**config.mk**
```make
export PLATFORM = sky130hd
export DESIGN_NAME = irst_controller
export DESIGN_NICKNAME = d
export VERILOG_FILES = /design/src/rtl/irst_controller_pkg.sv /design/src/rtl/irst_controller_pattern_gen.sv /design/src/rtl/irst_controller.sv
export SDC_FILE = /design/constraint.sdc
export NUM_CORES = 1
export LEC_CHECK = 0
export ABC_AREA = 1
export BUFFER_PORTS_ARGS = -buffer_cell sky130_fd_sc_hd__buf_4
export CAP_MARGIN = 20
export CORE_UTILIZATION = 29
export CTS_CLUSTER_DIAMETER = 100
export CTS_CLUSTER_SIZE = 10
export DETAILED_ROUTE_END_ITERATION = 10
export PLACE_DENSITY = 0.42
export RECOVER_POWER = 25
export SETUP_SLACK_MARGIN = 0.5
export SLEW_MARGIN = 25
export SYNTH_ARGS = -nofsm -noshare
export SYNTH_HDL_FRONTEND = slang
export SYNTH_SLANG_ARGS = --single-unit
```
**constraint.sdc**
```tcl
create_clock -name i_clk -period 2.8 [get_ports i_clk]
set_input_delay 0.56 -clock i_clk [delete_from_list [all_inputs] [get_ports i_clk]]
set_output_delay 0.56 -clock i_clk [all_outputs]
set_load 0.05 [all_outputs]
```
**src/rtl/irst_controller_pkg.sv**
```systemverilog
// Shared state encodings, pattern codes, command-word fields and LFSR helper for the
// register-file self-test sequencer.
package irst_controller_pkg;

    typedef enum logic [2:0] {
        StIdle,
        StWrite,
        StRead,
        StClear,
        StDone,
        StWaitClr
    } irst_state_e;

    localparam logic [2:0] PatZero = 3'b000;
    localparam logic [2:0] PatWalk = 3'b001;
    localparam logic [2:0] PatLfsr = 3'b010;
    localparam logic [2:0] PatChk  = 3'b011;

    localparam int unsigned CmdStartBit = 15;
    localparam int unsigned CmdPatMsb   = 14;
    localparam int unsigned CmdPatLsb   = 12;
    localparam int unsigned CmdCountMsb = 11;

    // Right-shift Galois form of x^16 + x^14 + x^13 + x^11 + 1.
    localparam logic [15:0] LfsrTaps = 16'hB400;

    function automatic logic [15:0] lfsr_step(input logic [15:0] v);
        return {1'b0, v[15:1]} ^ (v[0] ? LfsrTaps : 16'h0000);
    endfunction

endpackage

```
**src/rtl/irst_controller_pattern_gen.sv**
```systemverilog
// Test-pattern generator: combinational pattern(pass, reg, mode) plus the LFSR with a
// per-pass seed copy so the read phase regenerates the write phase's sequence.
module irst_controller_pattern_gen
    import irst_controller_pkg::*;
#(
    parameter logic [15:0] LFSR_SEED = 16'hACE1
) (
    input  logic        i_clk,
    input  logic        i_rst,
    input  logic        i_start,
    input  logic        i_step,
    input  logic        i_save,
    input  logic        i_restore,
    input  logic [2:0]  i_mode,
    input  logic [3:0]  i_pass,
    input  logic [2:0]  i_reg,
    output logic [15:0] o_pattern
);

    logic [15:0] r_lfsr;
    logic [15:0] r_seed;
    logic [3:0]  w_walk_sh;

    always_ff @(posedge i_clk) begin
        if (i_rst) begin
            r_lfsr <= LFSR_SEED;
            r_seed <= LFSR_SEED;
        end else if (i_start) begin
            r_lfsr <= LFSR_SEED;
            r_seed <= LFSR_SEED;
        end else begin
            if (i_save) begin
                r_seed <= r_lfsr;
            end
            // Restore on the last write word so the first read sees the pass seed.
            if (i_restore) begin
                r_lfsr <= r_seed;
            end else if (i_step) begin
                r_lfsr <= lfsr_step(r_lfsr);
            end
        end
    end

    assign w_walk_sh = i_pass + {1'b0, i_reg};

    always_comb begin
        o_pattern = 16'h0000;
        case (i_mode)
            PatWalk: o_pattern = 16'h0001 << w_walk_sh;
            PatLfsr: o_pattern = r_lfsr;
            PatChk:  o_pattern = (i_pass[0] ^ i_reg[0]) ? 16'hAAAA : 16'h5555;
            default: o_pattern = 16'h0000;
        endcase
    end

endmodule

```
**src/rtl/irst_controller.sv**
```systemverilog
// Register-file self-test sequencer: write/read-compare passes over R1..R7, then zero-clear.
// Optional IRST_ABORT_ON_FAIL_EN: first mismatch cuts READ short and jumps to CLEAR.
module irst_controller
    import irst_controller_pkg::*;
#(
    parameter logic [15:0] LFSR_SEED = 16'hACE1,
    parameter int unsigned FIRST_REG = 1,
    parameter int unsigned LAST_REG  = 7
) (
    input  logic        i_clk,
    input  logic        i_rst,
    input  logic [15:0] i_irst_reg_data,
    input  logic [15:0] i_irst_rd_data,
    output logic        o_irst_busy,
    output logic        o_irst_wr_en,
    output logic [2:0]  o_irst_wr_dest,
    output logic [15:0] o_irst_wr_data,
    output logic [2:0]  o_irst_rd_addr,
    output logic        o_irst_done,
    output logic        o_irst_fail,
    output logic [2:0]  o_irst_fail_reg
);

    localparam logic [2:0] RegFirst = 3'(FIRST_REG);
    localparam logic [2:0] RegLast  = 3'(LAST_REG);

    irst_state_e r_state, w_state_next;
    logic [2:0]  r_reg, w_reg_next;
    logic [11:0] r_pass, w_pass_next;
    logic [11:0] r_count, w_count_next;
    logic [2:0]  r_mode, w_mode_next;
    logic        r_fail, w_fail_next;
    logic [2:0]  r_fail_reg, w_fail_reg_next;

    logic [15:0] w_pattern;
    logic        w_start;
    logic        w_last_reg;
    logic        w_mismatch;

    assign w_start    = (r_state == StIdle) && i_irst_reg_data[CmdStartBit];
    assign w_last_reg = (r_reg == RegLast);
    assign w_mismatch = (r_state == StRead) && (i_irst_rd_data != w_pattern);

    irst_controller_pattern_gen #(
        .LFSR_SEED (LFSR_SEED)
    ) u_pattern_gen (
        .i_clk     (i_clk),
        .i_rst     (i_rst),
        .i_start   (w_start),
        .i_step    ((r_state == StWrite) || (r_state == StRead)),
        .i_save    ((r_state == StWrite) && (r_reg == RegFirst)),
        .i_restore ((r_state == StWrite) && w_last_reg),
        .i_mode    (r_mode),
        .i_pass    (r_pass[3:0]),
        .i_reg     (r_reg),
        .o_pattern (w_pattern)
    );

    always_ff @(posedge i_clk) begin
        if (i_rst) begin
            r_state    <= StIdle;
            r_reg      <= 3'd0;
            r_pass     <= 12'd0;
            r_count    <= 12'd0;
            r_mode     <= PatZero;
            r_fail     <= 1'b0;
            r_fail_reg <= 3'd0;
        end else begin
            r_state    <= w_state_next;
            r_reg      <= w_reg_next;
            r_pass     <= w_pass_next;
            r_count    <= w_count_next;
            r_mode     <= w_mode_next;
            r_fail     <= w_fail_next;
            r_fail_reg <= w_fail_reg_next;
        end
    end

    always_comb begin
        w_state_next    = r_state;
        w_reg_next      = r_reg;
        w_pass_next     = r_pass;
        w_count_next    = r_count;
        w_mode_next     = r_mode;
        w_fail_next     = r_fail;
        w_fail_reg_next = r_fail_reg;
        o_irst_busy     = 1'b0;
        o_irst_wr_en    = 1'b0;
        o_irst_wr_dest  = 3'd0;
        o_irst_wr_data  = 16'h0000;
        o_irst_rd_addr  = 3'd0;
        o_irst_done     = 1'b0;

        unique case (r_state)
            StIdle: begin
                if (w_start) begin
                    w_state_next    = StWrite;
                    w_reg_next      = RegFirst;
                    w_pass_next     = 12'd0;
                    w_count_next    = i_irst_reg_data[CmdCountMsb:0];
                    w_mode_next     = i_irst_reg_data[CmdPatMsb:CmdPatLsb];
                    w_fail_next     = 1'b0;
                    w_fail_reg_next = 3'd0;
                end
            end
            StWrite: begin
                o_irst_busy    = 1'b1;
                o_irst_wr_en   = 1'b1;
                o_irst_wr_dest = r_reg;
                o_irst_wr_data = w_pattern;
                if (w_last_reg) begin
                    w_reg_next   = RegFirst;
                    w_state_next = StRead;
                end else begin
                    w_reg_next = r_reg + 3'd1;
                end
            end
            StRead: begin
                o_irst_busy    = 1'b1;
                o_irst_rd_addr = r_reg;
                if (w_mismatch) begin
                    w_fail_next = 1'b1;
                    if (!r_fail) begin
                        w_fail_reg_next = r_reg;
                    end
                end
`ifdef IRST_ABORT_ON_FAIL_EN
                if (w_mismatch) begin
                    w_reg_next   = RegFirst;
                    w_state_next = StClear;
                end else
`endif
                if (w_last_reg) begin
                    w_reg_next = RegFirst;
                    if (r_pass == r_count) begin
                        w_state_next = StClear;
                    end else begin
                        w_pass_next  = r_pass + 12'd1;
                        w_state_next = StWrite;
                    end
                end else begin
                    w_reg_next = r_reg + 3'd1;
                end
            end
            StClear: begin
                o_irst_busy    = 1'b1;
                o_irst_wr_en   = 1'b1;
                o_irst_wr_dest = r_reg;
                if (w_last_reg) begin
                    w_state_next = StDone;
                end else begin
                    w_reg_next = r_reg + 3'd1;
                end
            end
            StDone: begin
                o_irst_busy  = 1'b1;
                o_irst_done  = 1'b1;
                w_state_next = StWaitClr;
            end
            StWaitClr: begin
                // Hold off until R0 bit 15 drops so a stale command cannot restart the run.
                if (!i_irst_reg_data[CmdStartBit]) begin
                    w_state_next = StIdle;
                end
            end
            default: begin
                w_state_next = StIdle;
            end
        endcase
    end

    assign o_irst_fail     = r_fail;
    assign o_irst_fail_reg = r_fail_reg;

endmodule

```
---- After elaboration in Yosys (flattened, before gate mapping) ----
Cells that the tools add are included.
cells by class
  add/sub/neg operators ................... 3
  eq/ne operators ......................... 21
  shift operators ......................... 1
  muxes and demuxes ....................... 32
  bitwise logic cells ..................... 2
  reduce and logical (&&, ||, !) cells .... 19
operator list
  kind                   number
  $mux 16                5
  $pmux 16 s3            1
  $mux 12                3
  $mux 3                 12
  $pmux 12 s2            1
  $pmux 3 s6             1
  $ne 16x16->1           1
  $ne 2x2->1 const B     8
  $shl 1x4->16 const A   1
  $xor 15x16->16         1
  $add 12x1->12 const B  1
  $eq 12x12->1           1
  $eq 3x2->1 const B     4
  $eq 3x1->1 const B     3
  $eq 3x3->1 const B     3
  $pmux 3 s3             1
  $reduce_and 4->1       2
  $pmux 3 s2             1
  $reduce_and 3->1       2
  $reduce_or 2->1        3
  $mux 1                 5
  $reduce_and 5->1       1
  $add 4x3->4            1
  $logic_and 1x1->1      4
  other kinds (11)       12
storage, ports and cells
  register bits after elaboration ......... 69
  bits of input ports ..................... 34
  output and inout bits ................... 29
  logic and storage cells ................. 87

---- Longest topological paths before layout ----
  word-level depth ........................ 7
  gate-level depth with buffers ........... 20
  mapped depth without buffers ............ 20

---- By module ----
From an unflattened synthesis, not the netlist that was laid out.
second synthesis, totals
  cells, all modules ...................... 660
  area total of the unflattened synthesis .. 4171.5 µm²
modules (own cells, without submodules)
  module                       times used  cells each  area an instance (µm²)  sequential area each (µm²)
  irst_controller              1           386         2386.0                  740.7
  irst_controller_pattern_gen  1           274         1785.5                  640.6

---- Least setup slack after synthesis ----
OpenSTA, ideal clock, no wires.
  path kind ............................... flip-flop to output port
  start ................................... reg r_pass[0]
  end ..................................... out o_irst_wr_data[3]
  arrival time ............................ 2248 ps
  data required time ...................... 2240 ps
  path slack .............................. -8 ps
  cell stages (with the launch flop) ...... 11
  buffers on the path ..................... 0
  cells stage by stage .................... dfxtp_1 ha_1 inv_1 fa_1 inv_1 nand2_1 nand2_1 nand2_1 nor2_1 nand2_1 a21oi_1
between the ends
  word-level cells in the longest chain between the ends .. 4
  elaborated cells between the ends (all ways) .. 6
  classes of those cells .................. add/sub (1); shift (1); mux (3); bitwise (1)
ends and longest elaborated chain
  what                                               line                                                                  RTL
  start, declared                                    irst_controller.sv:29                                                 logic [11:0] r_pass, w_pass_next;
  start signal, assigned                             irst_controller.sv:71                                                 r_pass <= w_pass_next;
  $add 4x3->4 / $xor 1x1->1 (equally long branches)  irst_controller_pattern_gen.sv:44, irst_controller_pattern_gen.sv:51
  $shl 1x4->16 / $mux 16 (equally long branches)     irst_controller_pattern_gen.sv:49, irst_controller_pattern_gen.sv:51
  $pmux 16 s3 (*)                                    irst_controller_pattern_gen.sv:48                                     case (i_mode)
  $mux 16 (*)                                        irst_controller.sv:94                                                 unique case (r_state)
  end, declared                                      irst_controller.sv:17                                                 output logic [15:0] o_irst_wr_data,
Mark *: on every way between the ends. The rest lies on a longest branch, timed or not.

---- Worst setup path in the final report ----
  start ................................... reg r_reg[0]
  end ..................................... out o_irst_wr_data[9]
between the ends
  word-level cells in the longest chain between the ends .. 4
  elaborated cells between the ends (all ways) .. 6
  classes of those cells .................. add/sub (1); shift (1); mux (3); bitwise (1)
ends and longest elaborated chain
  what                                               line                                                                  RTL
  start, declared                                    irst_controller.sv:28                                                 logic [2:0] r_reg, w_reg_next;
  start signal, assigned                             irst_controller.sv:70                                                 r_reg <= w_reg_next;
  $add 4x3->4 / $xor 1x1->1 (equally long branches)  irst_controller_pattern_gen.sv:44, irst_controller_pattern_gen.sv:51
  $shl 1x4->16 / $mux 16 (equally long branches)     irst_controller_pattern_gen.sv:49, irst_controller_pattern_gen.sv:51
  $pmux 16 s3 (*)                                    irst_controller_pattern_gen.sv:48
  $mux 16 (*)                                        irst_controller.sv:94
Marked as above.

==> results_tabular.tex <==
\begin{tabular}{lr}
\hline
Metric & Value \\
\hline
\multicolumn{2}{l}{\textbf{Outcome}} \\
Result of the run & finished clean \\
\multicolumn{2}{l}{\textbf{Worst setup path}} \\
Required time of the critical path & 2.24 ns \\
Kind of capture point of the worst setup path & output pin \\
CP Cell Sequence & ha\_4 > inv\_2 > fa\_2 > nand2\_4 > nor2\_4 > nand2\_2 > a21oi\_4 > buf\_6 \\
Slowest stage cell, crit path & fa\_2 \\
Critical-path maximum fanout & 3 \\
CP startpoint kind & flop \\
Signal arrival time at the worst endpoint & 2.12 ns \\
Classification of the worst setup path & reg2out \\
Max stage delay on crit path & roughly 0.6 ns \\
\multicolumn{2}{l}{\textbf{Power and ir drop}} \\
Design internal power & 0.00301 W \\
Leakage & 2.43 nW \\
Pwr/cell area & 1020 nW/um\^{}2 \\
Fraction of power spent switching nets & 47.6\% \\
Net switching component of the power & 0.00273 W \\
Total Power & 0.00575 W \\
Clock group share of total power & 19.2\% \\
Relative contribution of sequential cells to total power & between 20\% and 30\% \\
Worst voltage drop across the vdd grid & 0.638 mV \\
Combinational share of power & 54.3\% \\
\multicolumn{2}{l}{\textbf{Cells and area}} \\
Filler Cells Inserted & between 1,000 and 1,500 \\
Area Growth Syn to Fin & 39.4\% \\
Diode insertion count for antenna repair & 0 \\
Multi-input gate area & between 2000 and 3000 sq um \\
Flip-flop and latch area & 1390 sq um \\
Commonest non-fill, non-tap cell in the layout & nand2\_1 \\
Final net count & 748 \\
Proportion of layout cells with a drive suffix above 1 & 27.9\% \\
Leading cell types in the layout, fill and taps excluded & nand2\_1, buf\_4, inv\_1 \\
Registers with the highest flip-flop counts & u\_pattern\_gen.r\_lfsr: 16 flops, u\_pattern\_gen.r\_seed: 16 flops \\
\multicolumn{2}{l}{\textbf{Global route}} \\
Remaining global-route overflow & 0 \\
Antenna violations before repair & 0 \\
GRT Resource Usage Total & 18.4\% \\
Global-route wire length before repair & 20.6 mm \\
Pin count of the biggest net entering global routing & 24 \\
Vias in the first global route & approximately 4,200 \\
\multicolumn{2}{l}{\textbf{Routing}} \\
Avg WL per Cell & 14.0 um \\
Remaining DRCs & 0 \\
Drt first-iter violations & slightly above 200 \\
Post-Route WL & 12.4 mm \\
Post-detailed-route count of antenna-violating nets & 0 \\
Overall via count from detail\_route & 4,217 \\
Detailed-route vias per instance & around 4.8 \\
Number of iterations in the first detailed-routing pass & 4 \\
\multicolumn{2}{l}{\textbf{Synthesis}} \\
Number of synthesized register bits & 69 \\
Post-synthesis cell type with the largest combined area & dfxtp\_1 \\
Synthesis warning total & 0 \\
Netlist cell types & 36 \\
Synth Net Count & 663 \\
Mean instance size in the synthesized netlist & 6.52 sq um \\
Number of synthesized flops with an enable pin & 0 \\
Portion of the post-synthesis area used by sequential elements & 34.1\% \\
Post-synth top flop & dfxtp\_1 \\
Synthesized area & 4050 sq um \\
Number of cells produced by synthesis & between 600 and 700 \\
Fraction of registers with async set or reset after synthesis & 0\% \\
Main area contributors after synthesis & dfxtp\_1, nand2\_1, a21oi\_1 \\
Fraction of post-synthesis cell area in the top cell type by area & roughly 34\% \\
\multicolumn{2}{l}{\textbf{Place}} \\
RD Place Congestion & approximately 0.83 \\
Port Buffer Count & between 60 and 70 \\
Half-perimeter wire length after placement & 9.16 mm \\
\multicolumn{2}{l}{\textbf{Clock network}} \\
Count of clock tree sinks & 69 \\
Clock Path Buffers & 2 \\
Clock tree root buffer cell & clkbuf\_16 \\
CTS tree & yes \\
Total number of H-tree levels & 3 \\
CTS buffer count & 9 \\
Cts-stage hold buffer count & 0 \\
Clk Latency, worst-skew pair & between 0.3 and 0.4 ns \\
Reg clk slew, reported paths & 0.06 ns \\
\multicolumn{2}{l}{\textbf{STA}} \\
Highest Clock Rate & between 0.3 and 0.4 GHz \\
Hold Vio Cnt, Final & 0 \\
Ratio of final minimum period to clock period & 95.9\% \\
Pins over their slew limit & 0 \\
Worst slew margin relative to its limit & 48.8\% \\
RSZ-0062 raised after global routing & yes \\
Post-layout min period & 2.68 ns \\
Clock skew after layout & $\sim$0.0067 ns \\
Setup Viol. Count Final & 0 \\
Slew at the pin closest to its max-slew limit & 0.768 ns \\
Total Neg Setup Slack & 0 ns \\
\multicolumn{2}{l}{\textbf{Floorplan}} \\
Number of cell rows & 42 \\
Area of the core & 13,500 sq um \\
I/O pin count & 63 \\
Die X-Extent & 120 um \\
Starting utilization of the core area & 30.1\% \\
Die area & 14,400 sq um \\
Die height & between 100 and 150 um \\
\multicolumn{2}{l}{\textbf{Job}} \\
Maxcap violations & 0 \\
\multicolumn{2}{l}{\textbf{Hold path}} \\
Kind of path behind the tightest hold check & reg2reg \\
\hline
\end{tabular}
-- cells in the mapped netlist, drive strengths merged (2+ instances only) --
cell,n
a211oi,5
a21oi,78
a221oi,4
a31oi,3
buf,2
clkbuf,19
dfxtp,69
ha,7
inv,80
nand2,152
nand3,42
nand3b,2
nand4,6
nor2,67
nor3,8
o211ai,5
o21ai,40
o31ai,3
xnor2,12
xor2,13
-- metal layers --
| metal | GRT usage [%] | vias up | wire length, um |
|---|---|---|---|
| li1 | - | 2188 | - |
| met1 | 22.5 | 1934 | 5750 |
| met2 | 31.3 | 81 | 6000 |
| met3 | 4.66 | 14 | 488 |
| met4 | 5.63 | 0 | 171 |
| met5 | 0 | - | 0 |
-- layout make-up --
class / count / share of cell area (%)
Inverter: 80 / 5.45
Sequential cell: 69 / 24.7
Timing Repair Buffer: 94 / 13.2
Clock inverter: 5 / 0.931
Multi-Input combinational cell: 452 / 47.8
Tap cell: 176 / 3.90
Clock buffer: 10 / 4.06
-- worst max-delay path: cells and delay by family (launching register included) --
family | cells | cell delay [ns]
and+or+nand+nor | 3 | 0.36
AOI/OAI and AO/OA | 1 | 0.14
adders and majority gates | 2 | 0.73
buffers and inverters | 2 | 0.20
DFF | 1 | 0.35
-- power groups by stage --
stage	clock (W)	sequential (W)	combinational, W
after floorplan	0	0.00154	0.00194
after global placement	0	0.00154	0.00267
after detailed placement	0	0.00155	0.00266
after CTS	0.00115	0.00152	0.00289
after global routing	0.00119	0.00156	0.00346
final	0.00111	0.00152	0.00312
-- stage by stage --
step                      utilization [%]  setup slack, ns  area, sq um  instances  hold WS, ns
after floorplan                         -            0.439         4260        621        0.424
after CTS                            41.1            0.113         5530        874        0.450
after global routing                 41.9           0.0343         5640        886        0.489
after global placement               36.8            0.232         4960        850        0.438
after detailed placement             36.8            0.189         4960        850        0.443
final                                41.9            0.115         5640        886        0.448
-- what timing repair did --
| action | CTS | global route |
|---|---|---|
| setup buffers | 9 | 11 |
| pin swaps | 13 | 9 |
| resized for setup | 72 | 21 |
| cloned | 0 | 1 |
| endpoints found under the setup margin | 20 | 37 |
-- cell families after synthesis --
logic type	share of synthesized area (%)
flip-flops	34.1
AND/OR/NAND/NOR	29.5
buffers and inverters	9.55
AO/OA/AOI/OAI	18.8
adder cells (fa/ha/maj)	2.66
XOR/XNOR	5.41
-- final timing paths --
check / from / endpoint / slack [ns] / cells after the start
setup / recovery: r_reg[0] / o_irst_wr_data[9] / 0.12 / 8
hold / removal: u_pattern_gen.r_seed[3] / u_pattern_gen.r_seed[3] / 0.45 / 2
setup reg to reg: r_reg[0] / r_pass[2] / 0.29 / 14
hold reg to reg: u_pattern_gen.r_seed[3] / u_pattern_gen.r_seed[3] / 0.45 / 2
Note: power is estimated with default switching activity, not from simulation.
